File: config.mk
export PLATFORM = sky130hd
export DESIGN_NAME = instruction_fetch_flat
export DESIGN_NICKNAME = d
export VERILOG_FILES = /design/src/rtl/cpu_pkg.sv /design/src/rtl/instruction_fetch_if.sv /design/src/rtl/fetch_fifo.sv /design/src/rtl/instruction_fetch.sv /design/src/flat_wrapper.sv
export SDC_FILE = /design/constraint.sdc
export NUM_CORES = 1
export LEC_CHECK = 0
export CAP_MARGIN = 20
export CORE_MARGIN = 1.5
export CORE_UTILIZATION = 53
export CTS_BUF_LIST = sky130_fd_sc_hd__clkbuf_8
export DETAILED_ROUTE_END_ITERATION = 10
export GPL_TIMING_DRIVEN = 0
export PLACE_DENSITY_LB_ADDON = 0.08
export SLEW_MARGIN = 0
export SYNTH_ARGS = -nofsm -noshare
export SYNTH_HDL_FRONTEND = slang
export SYNTH_HIERARCHICAL = 1
export SYNTH_SLANG_ARGS = --single-unit
File: constraint.sdc
create_clock -name clk -period 16.2 [get_ports clk]
set_clock_uncertainty 0.2 [all_clocks]
set_input_delay 4.86 -clock clk [delete_from_list [all_inputs] [get_ports clk]]
set_output_delay 4.86 -clock clk [all_outputs]
set_load 0.01 [all_outputs]
File: src/rtl/cpu_pkg.sv
// cpu_pkg: shared CPU data widths and the fetch FSM state encoding
package cpu_pkg;
  localparam int DEFAULT_ADDR_WIDTH = 8;
  localparam int DEFAULT_INSTR_WIDTH = 16;
  typedef enum logic [1:0] {IDLE, WAIT, DISCARD} fetch_state_t;
endpackage

File: src/rtl/instruction_fetch_if.sv
// instruction_fetch_if: fetch bus; master = fetch stage (mem_req*/mem_addr out, mem_resp* in, instr_* to decoder), slave = memory + decoder side
interface instruction_fetch_if
  import cpu_pkg::*;
#(
  parameter int ADDR_WIDTH = DEFAULT_ADDR_WIDTH,
  parameter int INSTR_WIDTH = DEFAULT_INSTR_WIDTH
);
  logic mem_req_valid;
  logic mem_req_ready;
  logic [ADDR_WIDTH-1:0] mem_addr;
  logic mem_resp_valid;
  logic [INSTR_WIDTH-1:0] mem_resp_data;
  logic instr_valid;
  logic instr_ready;
  logic [INSTR_WIDTH-1:0] instr_data;
  logic [ADDR_WIDTH-1:0] instr_addr;
  modport master (
    output mem_req_valid, mem_addr, instr_valid, instr_data, instr_addr,
    input mem_req_ready, mem_resp_valid, mem_resp_data, instr_ready
  );
  modport slave (
    input mem_req_valid, mem_addr, instr_valid, instr_data, instr_addr,
    output mem_req_ready, mem_resp_valid, mem_resp_data, instr_ready
  );
endinterface

File: src/rtl/fetch_fifo.sv
// fetch_fifo: synchronous first-word-fall-through FIFO; clk/rst, clear empties it, push/din write, pop/dout read, count/full/empty status
module fetch_fifo #(
  parameter int WIDTH = 24,
  parameter int DEPTH = 2,
  localparam int AW = $clog2(DEPTH)
) (
  input  logic             clk,
  input  logic             rst,
  input  logic             clear,
  input  logic             push,
  input  logic [WIDTH-1:0] din,
  input  logic             pop,
  output logic [WIDTH-1:0] dout,
  output logic [AW:0]      count,
  output logic             full,
  output logic             empty
);
  logic [WIDTH-1:0] mem [DEPTH];
  logic [AW-1:0] wr_ptr, rd_ptr;
  logic do_push, do_pop;
  assign empty = count == '0;
  assign full = count == (AW+1)'(DEPTH);
  assign do_pop = pop && !empty;
  assign do_push = push && (!full || do_pop);
  assign dout = mem[rd_ptr];
  always_ff @(posedge clk) begin
    if (rst || clear) begin
      wr_ptr <= '0;
      rd_ptr <= '0;
      count <= '0;
    end else begin
      if (do_push) mem[wr_ptr] <= din;
      wr_ptr <= wr_ptr + AW'(do_push);
      rd_ptr <= rd_ptr + AW'(do_pop);
      count <= count + (AW+1)'(do_push) - (AW+1)'(do_pop);
    end
  end
endmodule

File: src/rtl/instruction_fetch.sv
// instruction_fetch: fetch stage; clk/rst, pc_value in, pc_increment out, flush in, bus = memory read port + decoder handshake
module instruction_fetch
  import cpu_pkg::*;
#(
  parameter int ADDR_WIDTH = DEFAULT_ADDR_WIDTH,
  parameter int INSTR_WIDTH = DEFAULT_INSTR_WIDTH,
  parameter int DEPTH = 2
) (
  input  logic                  clk,
  input  logic                  rst,
  input  logic [ADDR_WIDTH-1:0] pc_value,
  output logic                  pc_increment,
  input  logic                  flush,
  instruction_fetch_if.master   bus
);
  localparam int AW = $clog2(DEPTH);
  localparam int W = ADDR_WIDTH + INSTR_WIDTH;
  fetch_state_t state, next_state;
  logic [ADDR_WIDTH-1:0] tag;
  logic [AW:0] count;
  logic [AW+1:0] occupancy;
  logic [W-1:0] dout;
  logic full, empty, req_fire, push, pop;
  // an outstanding request reserves a FIFO slot so its response always fits
  assign occupancy = {1'b0, count} + (AW+2)'(state != IDLE);
  assign bus.mem_req_valid = !rst && !flush && !full && occupancy < (AW+2)'(DEPTH) && (state == IDLE || bus.mem_resp_valid);
  assign bus.mem_addr = pc_value;
  assign req_fire = bus.mem_req_valid && bus.mem_req_ready;
  assign pc_increment = req_fire;
  assign push = state == WAIT && bus.mem_resp_valid && !flush;
  assign bus.instr_valid = !empty;
  assign pop = bus.instr_valid && bus.instr_ready;
  assign {bus.instr_addr, bus.instr_data} = dout;
  always_comb begin
    next_state = state;
    next_state = (state == IDLE || bus.mem_resp_valid) ? (req_fire ? WAIT : IDLE) : flush ? DISCARD : state;
  end
  always_ff @(posedge clk) begin
    state <= rst ? IDLE : next_state;
    if (req_fire) tag <= pc_value;
  end
  fetch_fifo #(.WIDTH(W), .DEPTH(DEPTH)) u_fifo (
    .clk(clk),
    .rst(rst),
    .clear(flush),
    .push(push),
    .din({tag, bus.mem_resp_data}),
    .pop(pop),
    .dout(dout),
    .count(count),
    .full(full),
    .empty(empty)
  );
endmodule

File: src/flat_wrapper.sv
// flat-port wrapper written by rule: the top's interface ports become plain ports
module instruction_fetch_flat import cpu_pkg::*;
#(
  parameter int ADDR_WIDTH = DEFAULT_ADDR_WIDTH,
  parameter int INSTR_WIDTH = DEFAULT_INSTR_WIDTH,
  parameter int DEPTH = 2
)
  (clk, rst, pc_value, pc_increment, flush, bus_mem_req_valid, bus_mem_addr, bus_instr_valid, bus_instr_data, bus_instr_addr, bus_mem_req_ready, bus_mem_resp_valid, bus_mem_resp_data, bus_instr_ready);
  instruction_fetch_if #(.ADDR_WIDTH(ADDR_WIDTH), .INSTR_WIDTH(INSTR_WIDTH)) bus_i ();
  input  logic clk;
  input  logic rst;
  input  logic [ADDR_WIDTH-1:0] pc_value;
  output logic pc_increment;
  input  logic flush;
  output wire logic [$bits(bus_i.mem_req_valid)-1:0] bus_mem_req_valid;
  output wire logic [$bits(bus_i.mem_addr)-1:0] bus_mem_addr;
  output wire logic [$bits(bus_i.instr_valid)-1:0] bus_instr_valid;
  output wire logic [$bits(bus_i.instr_data)-1:0] bus_instr_data;
  output wire logic [$bits(bus_i.instr_addr)-1:0] bus_instr_addr;
  input wire logic [$bits(bus_i.mem_req_ready)-1:0] bus_mem_req_ready;
  input wire logic [$bits(bus_i.mem_resp_valid)-1:0] bus_mem_resp_valid;
  input wire logic [$bits(bus_i.mem_resp_data)-1:0] bus_mem_resp_data;
  input wire logic [$bits(bus_i.instr_ready)-1:0] bus_instr_ready;
  assign bus_mem_req_valid = bus_i.mem_req_valid;
  assign bus_mem_addr = bus_i.mem_addr;
  assign bus_instr_valid = bus_i.instr_valid;
  assign bus_instr_data = bus_i.instr_data;
  assign bus_instr_addr = bus_i.instr_addr;
  assign bus_i.mem_req_ready = bus_mem_req_ready;
  assign bus_i.mem_resp_valid = bus_mem_resp_valid;
  assign bus_i.mem_resp_data = bus_mem_resp_data;
  assign bus_i.instr_ready = bus_instr_ready;
  instruction_fetch #(.ADDR_WIDTH(ADDR_WIDTH), .INSTR_WIDTH(INSTR_WIDTH), .DEPTH(DEPTH)) u_core (.clk(clk), .rst(rst), .pc_value(pc_value), .pc_increment(pc_increment), .flush(flush), .bus(bus_i));
endmodule
-- After elaboration in Yosys (flattened, before gate mapping)
Memories as Yosys holds them, arrays and structs flattened. A register that Yosys moved wholly into a read port is not among the register bits.
Cells that the tools add are included.
- add/subtract/negate cells: 5
- magnitude comparators: 1
- equal/unequal tests: 2
- reductions and logical operators: 21
- muxes and demuxes: 7
- operators with widths (kind ; number):
    $logic_and 1x1->1 ; 10
    $mux 1 ; 5
    $logic_not 1->1 ; 4
    $logic_not 2->1 ; 2
    $mux 2 ; 2
    $reduce_bool 2->1 ; 2
    $add 2x1->3 ; 1
    $logic_or 1x1->1 ; 3
    $lt 3x2->1 const B ; 1
    $add 1x1->1 ; 2
    $add 2x1->2 ; 1
    $eq 2x1->1 const B ; 1
    $eq 2x2->1 const B ; 1
    $sub 2x1->2 ; 1
- memory bits (writable): 48
- memories: 1
- output and inout bits: 35
- input port bits: 30
- register bits: 14
- memories (memory ; depth ; width ; read ports ; clocked after memory_dff ; wr ports ; RTL line ; source):
    u_core.u_fifo.mem ; 2 ; 24 ; 1 ; 1 ; 1 ; fetch_fifo.sv:18 ; logic [WIDTH-1:0] mem [DEPTH];

-- Logic depth before layout (Yosys ltp)
Gate-level depths: netlist (run 1).
- word-level depth: 9
- gate-level depth with buffers: 9
- mapped depth without buffers: 9

-- Hierarchy
The synthesis (run 1) kept the hierarchy.
- by module, submodules not included (module ; cells each ; sequential area each (µm²) ; area an instance (µm²) ; instances):
    fetch_fifo ; 103 ; 1521.5 ; 1951.9 ; 1
    instruction_fetch ; 30 ; 280.3 ; 444.2 ; 1

-- Worst setup path after synthesis (run 1)
OpenSTA, ideal clock, no wires.
- kind: input port to output port
- start: in flush
- end: out pc_increment
- data required time: 11.140 ns
- buffers on the path: 0
- stages: 2
- slack: 5.656 ns
- arrival: 5.484 ns
- cell sequence: nor4_4 o211a_1
- longest elaborated chain between the ends: 6
- ends and longest elaborated chain (element ; RTL line ; source):
    start, declared ; flat_wrapper.sv:14 ; input logic flush;
    $logic_not 1->1 ; instruction_fetch.sv:26 ; assign bus.mem_req_valid = !rst && !flush && !full && occupancy < (AW+2)'(DEPTH) && (state == IDLE || bus.mem_ ...
    $logic_and 1x1->1 (4 in series) ; instruction_fetch.sv:26 ;
    $logic_and 1x1->1 ; instruction_fetch.sv:28 ; assign req_fire = bus.mem_req_valid && bus.mem_req_ready;
    end, declared ; flat_wrapper.sv:13 ; output logic pc_increment;
No other way between the ends.

-- Final worst setup path (run 1)
Ends and elaborated chain as after synthesis.

==> flow_summary.yaml, run 1 <==
run_status:
  status: "finished, final reports clean"
die:
  start_util_pct: 55.03
  fp.dieH_um: 70.24
  coreArea_um2: 4354
  io_pins: 65
  die_width_um: 70.24
  rows: 24
  dieArea_um2: 4933
layout:
  final_cell_area_um2: 3338
  diodes: 0
  area_growth_pct: 39.32
  drive_above_1_share_pct: 25.46
  fin_util_pct: 76.67
  final_nets: 242
setup_path:
  ff2ff_setup_slack_ns: 13.27
  cpPeakStageDelay_ns: 0.61
  path_class: "input pin to primary output"
  worst_setup_path_start_kind: "input pin"
  endpoint_kind: "primary output"
  critical_path_required_ns: 11.14
  path_cells: "clkdlybuf4s50_1 -> nor4_4 -> o211a_1 -> clkdlybuf4s50_1"
  crit_slowest_cell: "clkdlybuf4s50_1"
  cp_common_cell: "clkdlybuf4s50_1"
  worstPathArrival_ns: 6.83
  crit_fanout: 10
grt:
  grt-ovfl-total: 0
  grt_max_degree: 18
  grt_pass1_vias: 1362
  grt_pass1_wl_um: 6389
  grt_use_total_pct: 17.48
  antenna_found_initial: 0
drt:
  vias_per_cell: 5.123
  num_vias: 1373
  drt-initial-drc-count: 84
  wire_per_inst_um: 14.85
  drc: 0
  first_pass_iters: 4
  final_antenna_net_count: 0
  wirelength_um: 3981
placement:
  dpl_cell_area_um2: 3157
  place_ws_ns: 4.308
  dp_hpwl_um: 2897
  port_buffers: 64
  routabilityCongestion: 0.6563
clock_network:
  htreeDepth: 3
  clock-root-buffer: "clkbuf_8"
  clk_pin_slew_ns: 0.07
  post_cts_buffers: 0
  clock_latency_ns: 0.32
  postCtsHoldBufs: 0
  cts_tree: "done"
  cts.path.max_buffers: 2
  numClockSinks: 62
  cts_made_buffers: 9
  ctsResizeCount: 0
timing:
  max-slew-margin-rel_pct: 34.21
  period_minus_slack_ns: 11.89
  maxSlewViolCount: 0
  rsz0062_at_grt: "false"
  hold_violations: 0
  worstMarginPinSlew_ns: 0.9843
  fmax_ghz: 0.08411
  post-route-period-util_pct: 73.39
  tns_ns: 0
  setup_slack_ns: 4.310
  finalSetupViolCount: 0
power:
  power_leakage_nw: 1.178
  powerDensity_nw_per_um2: 93.95
  vdd_drop_max_v: 0.00005017
logic_synthesis:
  synth_cell_types: 29
  postSynthNetCount: 164
  syn_area_per_cell_um2: 18.02
  syn-cell-area_um2: 2396
  yosys_warnings: 6
  synth-seq-cells: 62
  netlist_instances: 133
  yosysSeqAreaShare_pct: 75.20
worst_hold_path:
  hold_class: "flip-flop to flip-flop"
job:
  maxCapViolCount: 0
[registers in the layout, summed over array words and instances, names as in the netlist]
signal / flops
u_core/u_fifo/mem: 48
u_core/tag: 8
u_core/state: 2
u_core/u_fifo/count: 2
u_core/u_fifo/rd_ptr: 1
u_core/u_fifo/wr_ptr: 1
[per-layer routing]
metal	global-route usage (%)	vias to the layer above	routed length (um)
li1	-	659	-
met1	18.92	651	1544
met2	30.92	56	2129
met3	4.906	7	240
met4	8.974	0	67
met5	0	-	0
[final cells by class]
type,instances,area (um^2)
sequential,62,1802
fill,265,1016
timing repair buffer,67,686.9
multi-input combinational,58,520.5
clock buffer,9,123.9
buffer,11,75.07
tap,52,65.06
clock inverter,7,57.56
inverter,2,7.507
[critical path: cells and delay by family]
kind	cells	cell delay, ns
buffers and inverters	2	1.19
AO/OA/AOI/OAI	1	0.43
AND/OR/NAND/NOR	1	0.34
[cell usage after synthesis, drive strengths merged]
cell | number | area share [%]
mux2 | 24 | 11
xor2 | 2 | 0.73
or2 | 1 | 0.26
edfxtp | 56 | 70
o21ai | 4 | 0.84
and3 | 1 | 0.26
or3 | 2 | 0.52
o211a | 1 | 0.42
and2 | 1 | 0.26
nand3 | 1 | 0.21
a21oi | 1 | 0.21
o21a | 1 | 0.31
nor3 | 2 | 0.42
ha | 1 | 0.52
dfxtp | 6 | 5.0
nand2 | 1 | 0.16
inv | 2 | 0.31
mux2i | 1 | 0.42
nor4 | 1 | 0.89
xnor2 | 1 | 0.37
buf | 11 | 3.1
nor4b | 2 | 0.73
nor2 | 6 | 0.94
and4bb | 1 | 0.52
nand2b | 1 | 0.26
nor2b | 2 | 0.84
[cell families (layout without fill, tap and decap cells)]
kind of cell / Yosys count / after routing / share of synthesized area, %
and+or+nand+nor: 22 / 22 / 6.267
xor gates and xnor gates: 3 / 3 / 1.097
adders and majority gates: 1 / 1 / 0.5221
muxes: 25 / 25 / 11.70
buffers and inverters: 13 / 96 / 3.447
AOI/OAI and AO/OA: 7 / 7 / 1.775
DFF: 62 / 62 / 75.20
[stage by stage]
| stage | power, mW | hold slack (ns) | instances |
|---|---|---|---|
| 2_1_floorplan | 0.1831 | 0.2215 | 133 |
| 3_3_place_gp | 0.1942 | 0.2226 | 249 |
| 3_5_place_dp | 0.1951 | 0.2338 | 252 |
| 4_1_cts | 0.3167 | 0.2483 | 268 |
| 5_1_grt | 0.3243 | 0.2553 | 268 |
| 6_report | 0.3136 | 0.2462 | 268 |
[cell usage in the layout (no fill, tap or decap), drive strengths merged, types with 2 or more instances in the layout]
cell type,synthesis,layout
clkinv,0,3
nor2,6,6
clkbuf,0,9
nor2b,2,2
mux2,24,24
edfxtp,56,56
dfxtp,6,6
clkdlybuf4s50,0,64
or3,2,2
nor3,2,2
nor4b,2,2
xor2,2,2
buf,11,14
o21ai,4,4
inv,2,4
[power breakdown]
part | internal, mW | switching (mW)
Combinational | 0.0110 | 0.00525
Clock | 0.0685 | 0.0535
Sequential | 0.175 | 0.000466
Total | 0.254 | 0.0592
[worst paths after layout]
check,from,endpoint,depth (start not counted)
worst max register to register,u_core/u_fifo/count[1]$_SDFF_PP0_,u_core/u_fifo/mem[1][6]$_DFFE_PP_,6
worst max-delay path,flush,pc_increment,4
worst min-delay path,u_core/tag[2]$_DFFE_PP_,u_core/u_fifo/mem[0][18]$_DFFE_PP_,0
worst min register to register,u_core/tag[2]$_DFFE_PP_,u_core/u_fifo/mem[0][18]$_DFFE_PP_,0
Note: power is estimated with default switching activity, not from simulation.
==> run 2, diff against run 1 <==
Settings changed: CORE_UTILIZATION 53 to 49.
Clock period 16.2 ns to 11.6 ns, I/O delays scaled along.
==> flow_summary.yaml, run 2 (synthesis results as in run 1) <==
drt:
  first_pass_iters: 4
  drt-initial-drc-count: 48
  wire_per_inst_um: 14.00
  final_antenna_net_count: 0
  num_vias: 1339
  drc: 0
  wirelength_um: 3976
  vias_per_cell: 4.715
die:
  dieArea_um2: 5318
  io_pins: 65
  start_util_pct: 50.73
  rows: 25
  fp.dieH_um: 72.93
  coreArea_um2: 4723
  die_width_um: 72.93
power:
  clkPwrFrac_pct: 40.3
  p_seq_share_pct: 54.6
  vdd_drop_max_v: 0.0001063
  switching_share_pct: 19.92
  power_leakage_nw: 1.171
  p_sw_mw: 0.08926
  pwr-share-comb_pct: 5.0
  p_int_mw: 0.3588
  powerDensity_nw_per_um2: 133.2
timing:
  finalSetupViolCount: 0
  post-route-period-util_pct: 78.77
  worstMarginPinSlew_ns: 0.6333
  max-slew-margin-rel_pct: 57.67
  period_minus_slack_ns: 9.137
  rsz0062_at_grt: "false"
  fmax_ghz: 0.1094
  tns_ns: 0
  maxSlewViolCount: 0
  hold_violations: 0
clock_network:
  cts.path.max_buffers: 2
  clock_latency_ns: 0.31
  numClockSinks: 62
  cts_made_buffers: 9
  htreeDepth: 3
  clock-root-buffer: "clkbuf_8"
  ctsResizeCount: 0
  clk_pin_slew_ns: 0.07
  post_cts_buffers: 0
  cts_tree: "done"
  postCtsHoldBufs: 0
grt:
  antenna_found_initial: 0
  grt_pass1_wl_um: 6037
  grt_use_met1_pct: 16.76
  grt_max_degree: 18
  grt_use_met2_pct: 28.03
  grt.met3_usage_pct: 5.801
  grt_busiest_layer: "met2"
  grt_pass1_vias: 1383
  grt_use_total_pct: 15.80
  grt-ovfl-total: 0
placement:
  dpl_cell_area_um2: 3167
  dp_hpwl_um: 2908
  routabilityCongestion: 0.6266
  port_buffers: 64
layout:
  multi_input_area_um2: 520.5
  largest_reg_flops: 48
  layout_commonest_cell: "clkdlybuf4s50_1"
  diodes: 0
  seqCellArea_um2: 1802
  reg_top3: "u_core/u_fifo/mem: 48 flops, u_core/tag: 8 flops"
  regMostFlops: "u_core/u_fifo/mem"
  final_cell_mix: "clkdlybuf4s50_1 (64), edfxtp_1 (56), mux2_2 (24)"
  area_growth_pct: 40.42
  final_cell_area_um2: 3364
  fillers: 319
  final_nets: 243
  drive_above_1_share_pct: 27.19
worst_hold_path:
  hold_class: "flip-flop to flip-flop"
setup_path:
  crit_fanout: 10
  worstPathArrival_ns: 5.46
  critical_path_required_ns: 7.92
  endpoint_kind: "primary output"
  path_class: "input pin to primary output"
  worst_setup_path_start_kind: "input pin"
run_status:
  status: "finished, final reports clean"
job:
  maxCapViolCount: 0
## run 2: changes by cell type in the layout (fill, tap and decap cells not counted), sizes merged
| cell | delta |
|---|---|
| inv | -1 |
| clkinv | -1 |
| clkinvlp | +2 |
| buf | +1 |
## run 2: routing by layer
| metal | wire [um] | up-vias | share of wire [%] |
|---|---|---|---|
| met5 | 0 | - | 0 |
| met4 | 17 | 0 | 0.43 |
| met3 | 238 | 2 | 6.0 |
| met2 | 2159 | 42 | 54 |
| met1 | 1560 | 636 | 39 |
| li1 | - | 659 | - |
## run 2: worst max-delay path, cell delays in order
cell	delay [ns]
clkdlybuf4s50_1	0.57
nor4_4	0.35
o211a_1	0.43
clkdlybuf4s50_1	0.62
## run 2: area by class of cell
class | count | area share (%)
Clock inverter | 7 | 2.194
Clock buffer | 9 | 3.682
Inverter | 2 | 0.2231
Multi-Input combinational cell | 58 | 15.47
Tap cell | 67 | 2.492
Timing Repair Buffer | 68 | 20.16
Sequential cell | 62 | 53.55
Buffer | 11 | 2.231
## run 2: metrics by stage
stage / util (%) / power [mW] / cells / setup WS, ns / hold WS [ns]
floorplan: - / 0.2557 / 133 / 3.816 / 0.2215
global placement: 66.07 / 0.2712 / 264 / 2.519 / 0.2229
detailed placement: 67.05 / 0.2724 / 268 / 2.463 / 0.2337
CTS: 71.23 / 0.4529 / 284 / 2.455 / 0.2504
global route: 71.23 / 0.4628 / 284 / 2.359 / 0.2551
finish: 71.23 / 0.4481 / 284 / 2.463 / 0.2478
## run 2: power by group through the flow
stage / Combinational, mW / Clock, mW / Sequential [mW]
after CTS: 0.0228 / 0.185 / 0.245
after global placement: 0.0216 / 0 / 0.250
after global routing: 0.0241 / 0.194 / 0.245
after floorplan: 0.00606 / 0 / 0.250
after detailed placement: 0.0227 / 0 / 0.250
final: 0.0225 / 0.181 / 0.245
## run 2: path summary, 6_finish.rpt
kind | to | slack, ns | from | cells after the start
worst max register to register | u_core/u_fifo/mem[1][11]$_DFFE_PP_ | 8.74 | u_core/u_fifo/count[1]$_SDFF_PP0_ | 7
worst min register to register | u_core/u_fifo/mem[0][21]$_DFFE_PP_ | 0.25 | u_core/tag[5]$_DFFE_PP_ | 0
worst max-delay path | pc_increment | 2.46 | flush | 4
worst min-delay path | u_core/u_fifo/mem[0][21]$_DFFE_PP_ | 0.25 | u_core/tag[5]$_DFFE_PP_ | 0
==> run 3, diff against run 2 <==
Settings changed: CORE_UTILIZATION 49 to 45.
Clock period 11.6 ns to 8.29 ns, I/O delays scaled along.
==> flow_summary.yaml, run 3 (synthesis results as in run 1) <==
die:
  start_util_pct: 46.91
  fp.dieH_um: 75.97
  io_pins: 65
  coreArea_um2: 5107
  rows: 26
  dieArea_um2: 5771
  die_width_um: 75.97
clock_network:
  clk_pin_slew_ns: 0.06
  numClockSinks: 62
  cts.path.max_buffers: 2
  clock-root-buffer: "clkbuf_8"
  clock_latency_ns: 0.32
  postCtsHoldBufs: 0
  cts_made_buffers: 9
  post_cts_buffers: 0
  htreeDepth: 3
  ctsResizeCount: 0
  cts_tree: "done"
power:
  finalPower_mw: 0.6764
  powerDensity_nw_per_um2: 198.2
  vdd_drop_max_v: 0.0001249
  power_leakage_nw: 1.207
timing:
  maxSlewViolCount: 0
  max-slew-margin-rel_pct: 61.78
  post-route-period-util_pct: 86.54
  whs_ns: 0.2484
  rsz0062_at_grt: "false"
  finalSetupViolCount: 0
  hold_violations: 0
  worstMarginPinSlew_ns: 0.5727
  fmax_ghz: 0.1394
  setup_slack_ns: 1.116
  period_minus_slack_ns: 7.174
  tns_ns: 0
setup_path:
  cp_num_cells: 4
  cpPeakStageDelay_ns: 0.62
  crit_buf_inv: 2
  endpoint: "pc_increment"
  worstPathArrival_ns: 4.49
  reg2reg_from: "u_core/u_fifo/count[1]$_SDFF_PP0_"
  path_cells: "clkdlybuf4s50_1 -> nor4_4 -> o211a_1 -> clkdlybuf4s50_1"
  critical_path_required_ns: 5.60
  rr_worst_depth: 5
  critPathTopFamily: "buffers and inverters"
  crit_path_start: "flush"
  r2r_end: "u_core/u_fifo/mem[0][18]$_DFFE_PP_"
  crit_fanout: 10
  path_class: "input pin to primary output"
  crit_slowest_cell: "clkdlybuf4s50_1"
  cp_common_cell: "clkdlybuf4s50_1"
  endpoint_kind: "primary output"
  ff2ff_setup_slack_ns: 5.94
  worst_setup_path_start_kind: "input pin"
layout:
  fillers: 394
  final_cell_mix: "clkdlybuf4s50_1 (64), edfxtp_1 (56), mux2_2 (24)"
  diodes: 0
  layout_commonest_cell: "clkdlybuf4s50_1"
  final_cell_area_um2: 3412
  layout.cells.non_filler: 287
  fin_util_pct: 66.81
  drive_above_1_share_pct: 25.81
  reg_top3: "u_core/u_fifo/mem: 48 flops, u_core/tag: 8 flops"
  final_nets: 243
  area_growth_pct: 42.40
  regMostFlops: "u_core/u_fifo/mem"
  largest_reg_flops: 48
drt:
  vias_per_cell: 4.822
  drt-initial-drc-count: 30
  final_antenna_net_count: 0
  drc: 0
  wire_per_inst_um: 14.71
  wirelength_um: 4221
  num_vias: 1384
  first_pass_iters: 4
worst_hold_path:
  min_path_cells: 0
  hold_class: "flip-flop to flip-flop"
grt:
  grt-ovfl-total: 0
  grt_max_degree: 18
  antenna_found_initial: 0
  grt_pass1_vias: 1448
  grt_pass1_wl_um: 6906
  grt_use_total_pct: 16.09
placement:
  dp.cells: 271
  place_ws_ns: 1.120
  port_buffers: 64
  dp_hpwl_um: 2963
  routabilityCongestion: 0.6418
  dpl_cell_area_um2: 3183
job:
  maxCapViolCount: 0
run_status:
  status: "finished, final reports clean"
## run 3: changes by cell type in the layout (fill, tap and decap cells not counted), sizes merged
cell	previous run	this run
bufinv	1	3
clkinvlp	3	0
inv	3	4
## run 3: worst min path at each step
| stage | start | end |
|---|---|---|
| after floorplan | u_core/tag[0]$_DFFE_PP_ | u_core/u_fifo/mem[0][16]$_DFFE_PP_ |
| after global placement | u_core/tag[1]$_DFFE_PP_ | u_core/u_fifo/mem[0][17]$_DFFE_PP_ |
| after detailed placement | u_core/tag[4]$_DFFE_PP_ | u_core/u_fifo/mem[1][20]$_DFFE_PP_ |
| after CTS | u_core/tag[4]$_DFFE_PP_ | u_core/u_fifo/mem[1][20]$_DFFE_PP_ |
| after global routing | u_core/tag[5]$_DFFE_PP_ | u_core/u_fifo/mem[0][21]$_DFFE_PP_ |
| final | u_core/tag[5]$_DFFE_PP_ | u_core/u_fifo/mem[1][21]$_DFFE_PP_ |
## run 3: area by class of cell
| class | count | area [um^2] | area share, % |
|---|---|---|---|
| Tap cell | 70 | 87.58 | 2.567 |
| Buffer | 11 | 75.07 | 2.200 |
| Clock buffer | 9 | 123.9 | 3.630 |
| Multi-Input combinational cell | 58 | 520.5 | 15.25 |
| Sequential cell | 62 | 1802 | 52.81 |
| Inverter | 2 | 7.507 | 0.2200 |
| Timing Repair Buffer | 68 | 690.7 | 20.24 |
| Clock inverter | 7 | 105.1 | 3.080 |
## run 3: power breakdown
part | total (mW) | internal, mW | leakage, nW | switching [mW]
clock network | 0.302 | 0.195 | 0.121 | 0.106
registers | 0.343 | 0.342 | 0.553 | 0.000929
logic | 0.0319 | 0.0214 | 0.533 | 0.0104
## run 3: worst register-to-register path, delay by kind of cell, from the launching register on
kind,cells,cell delay [ns]
flip-flops,1,0.50
buffers and inverters,1,0.23
AND/OR/NAND/NOR,3,0.88
AO/OA/AOI/OAI,1,0.26
## run 3: per-layer routing
metal  global-route usage [%]  vias up  routed length, um
met1                    19.22      660               1831
met3                    4.790        8                238
met4                    10.00        0                 88
met5                        0        -                  0
met2                    25.68       55               2063
li1                         -      661                  -
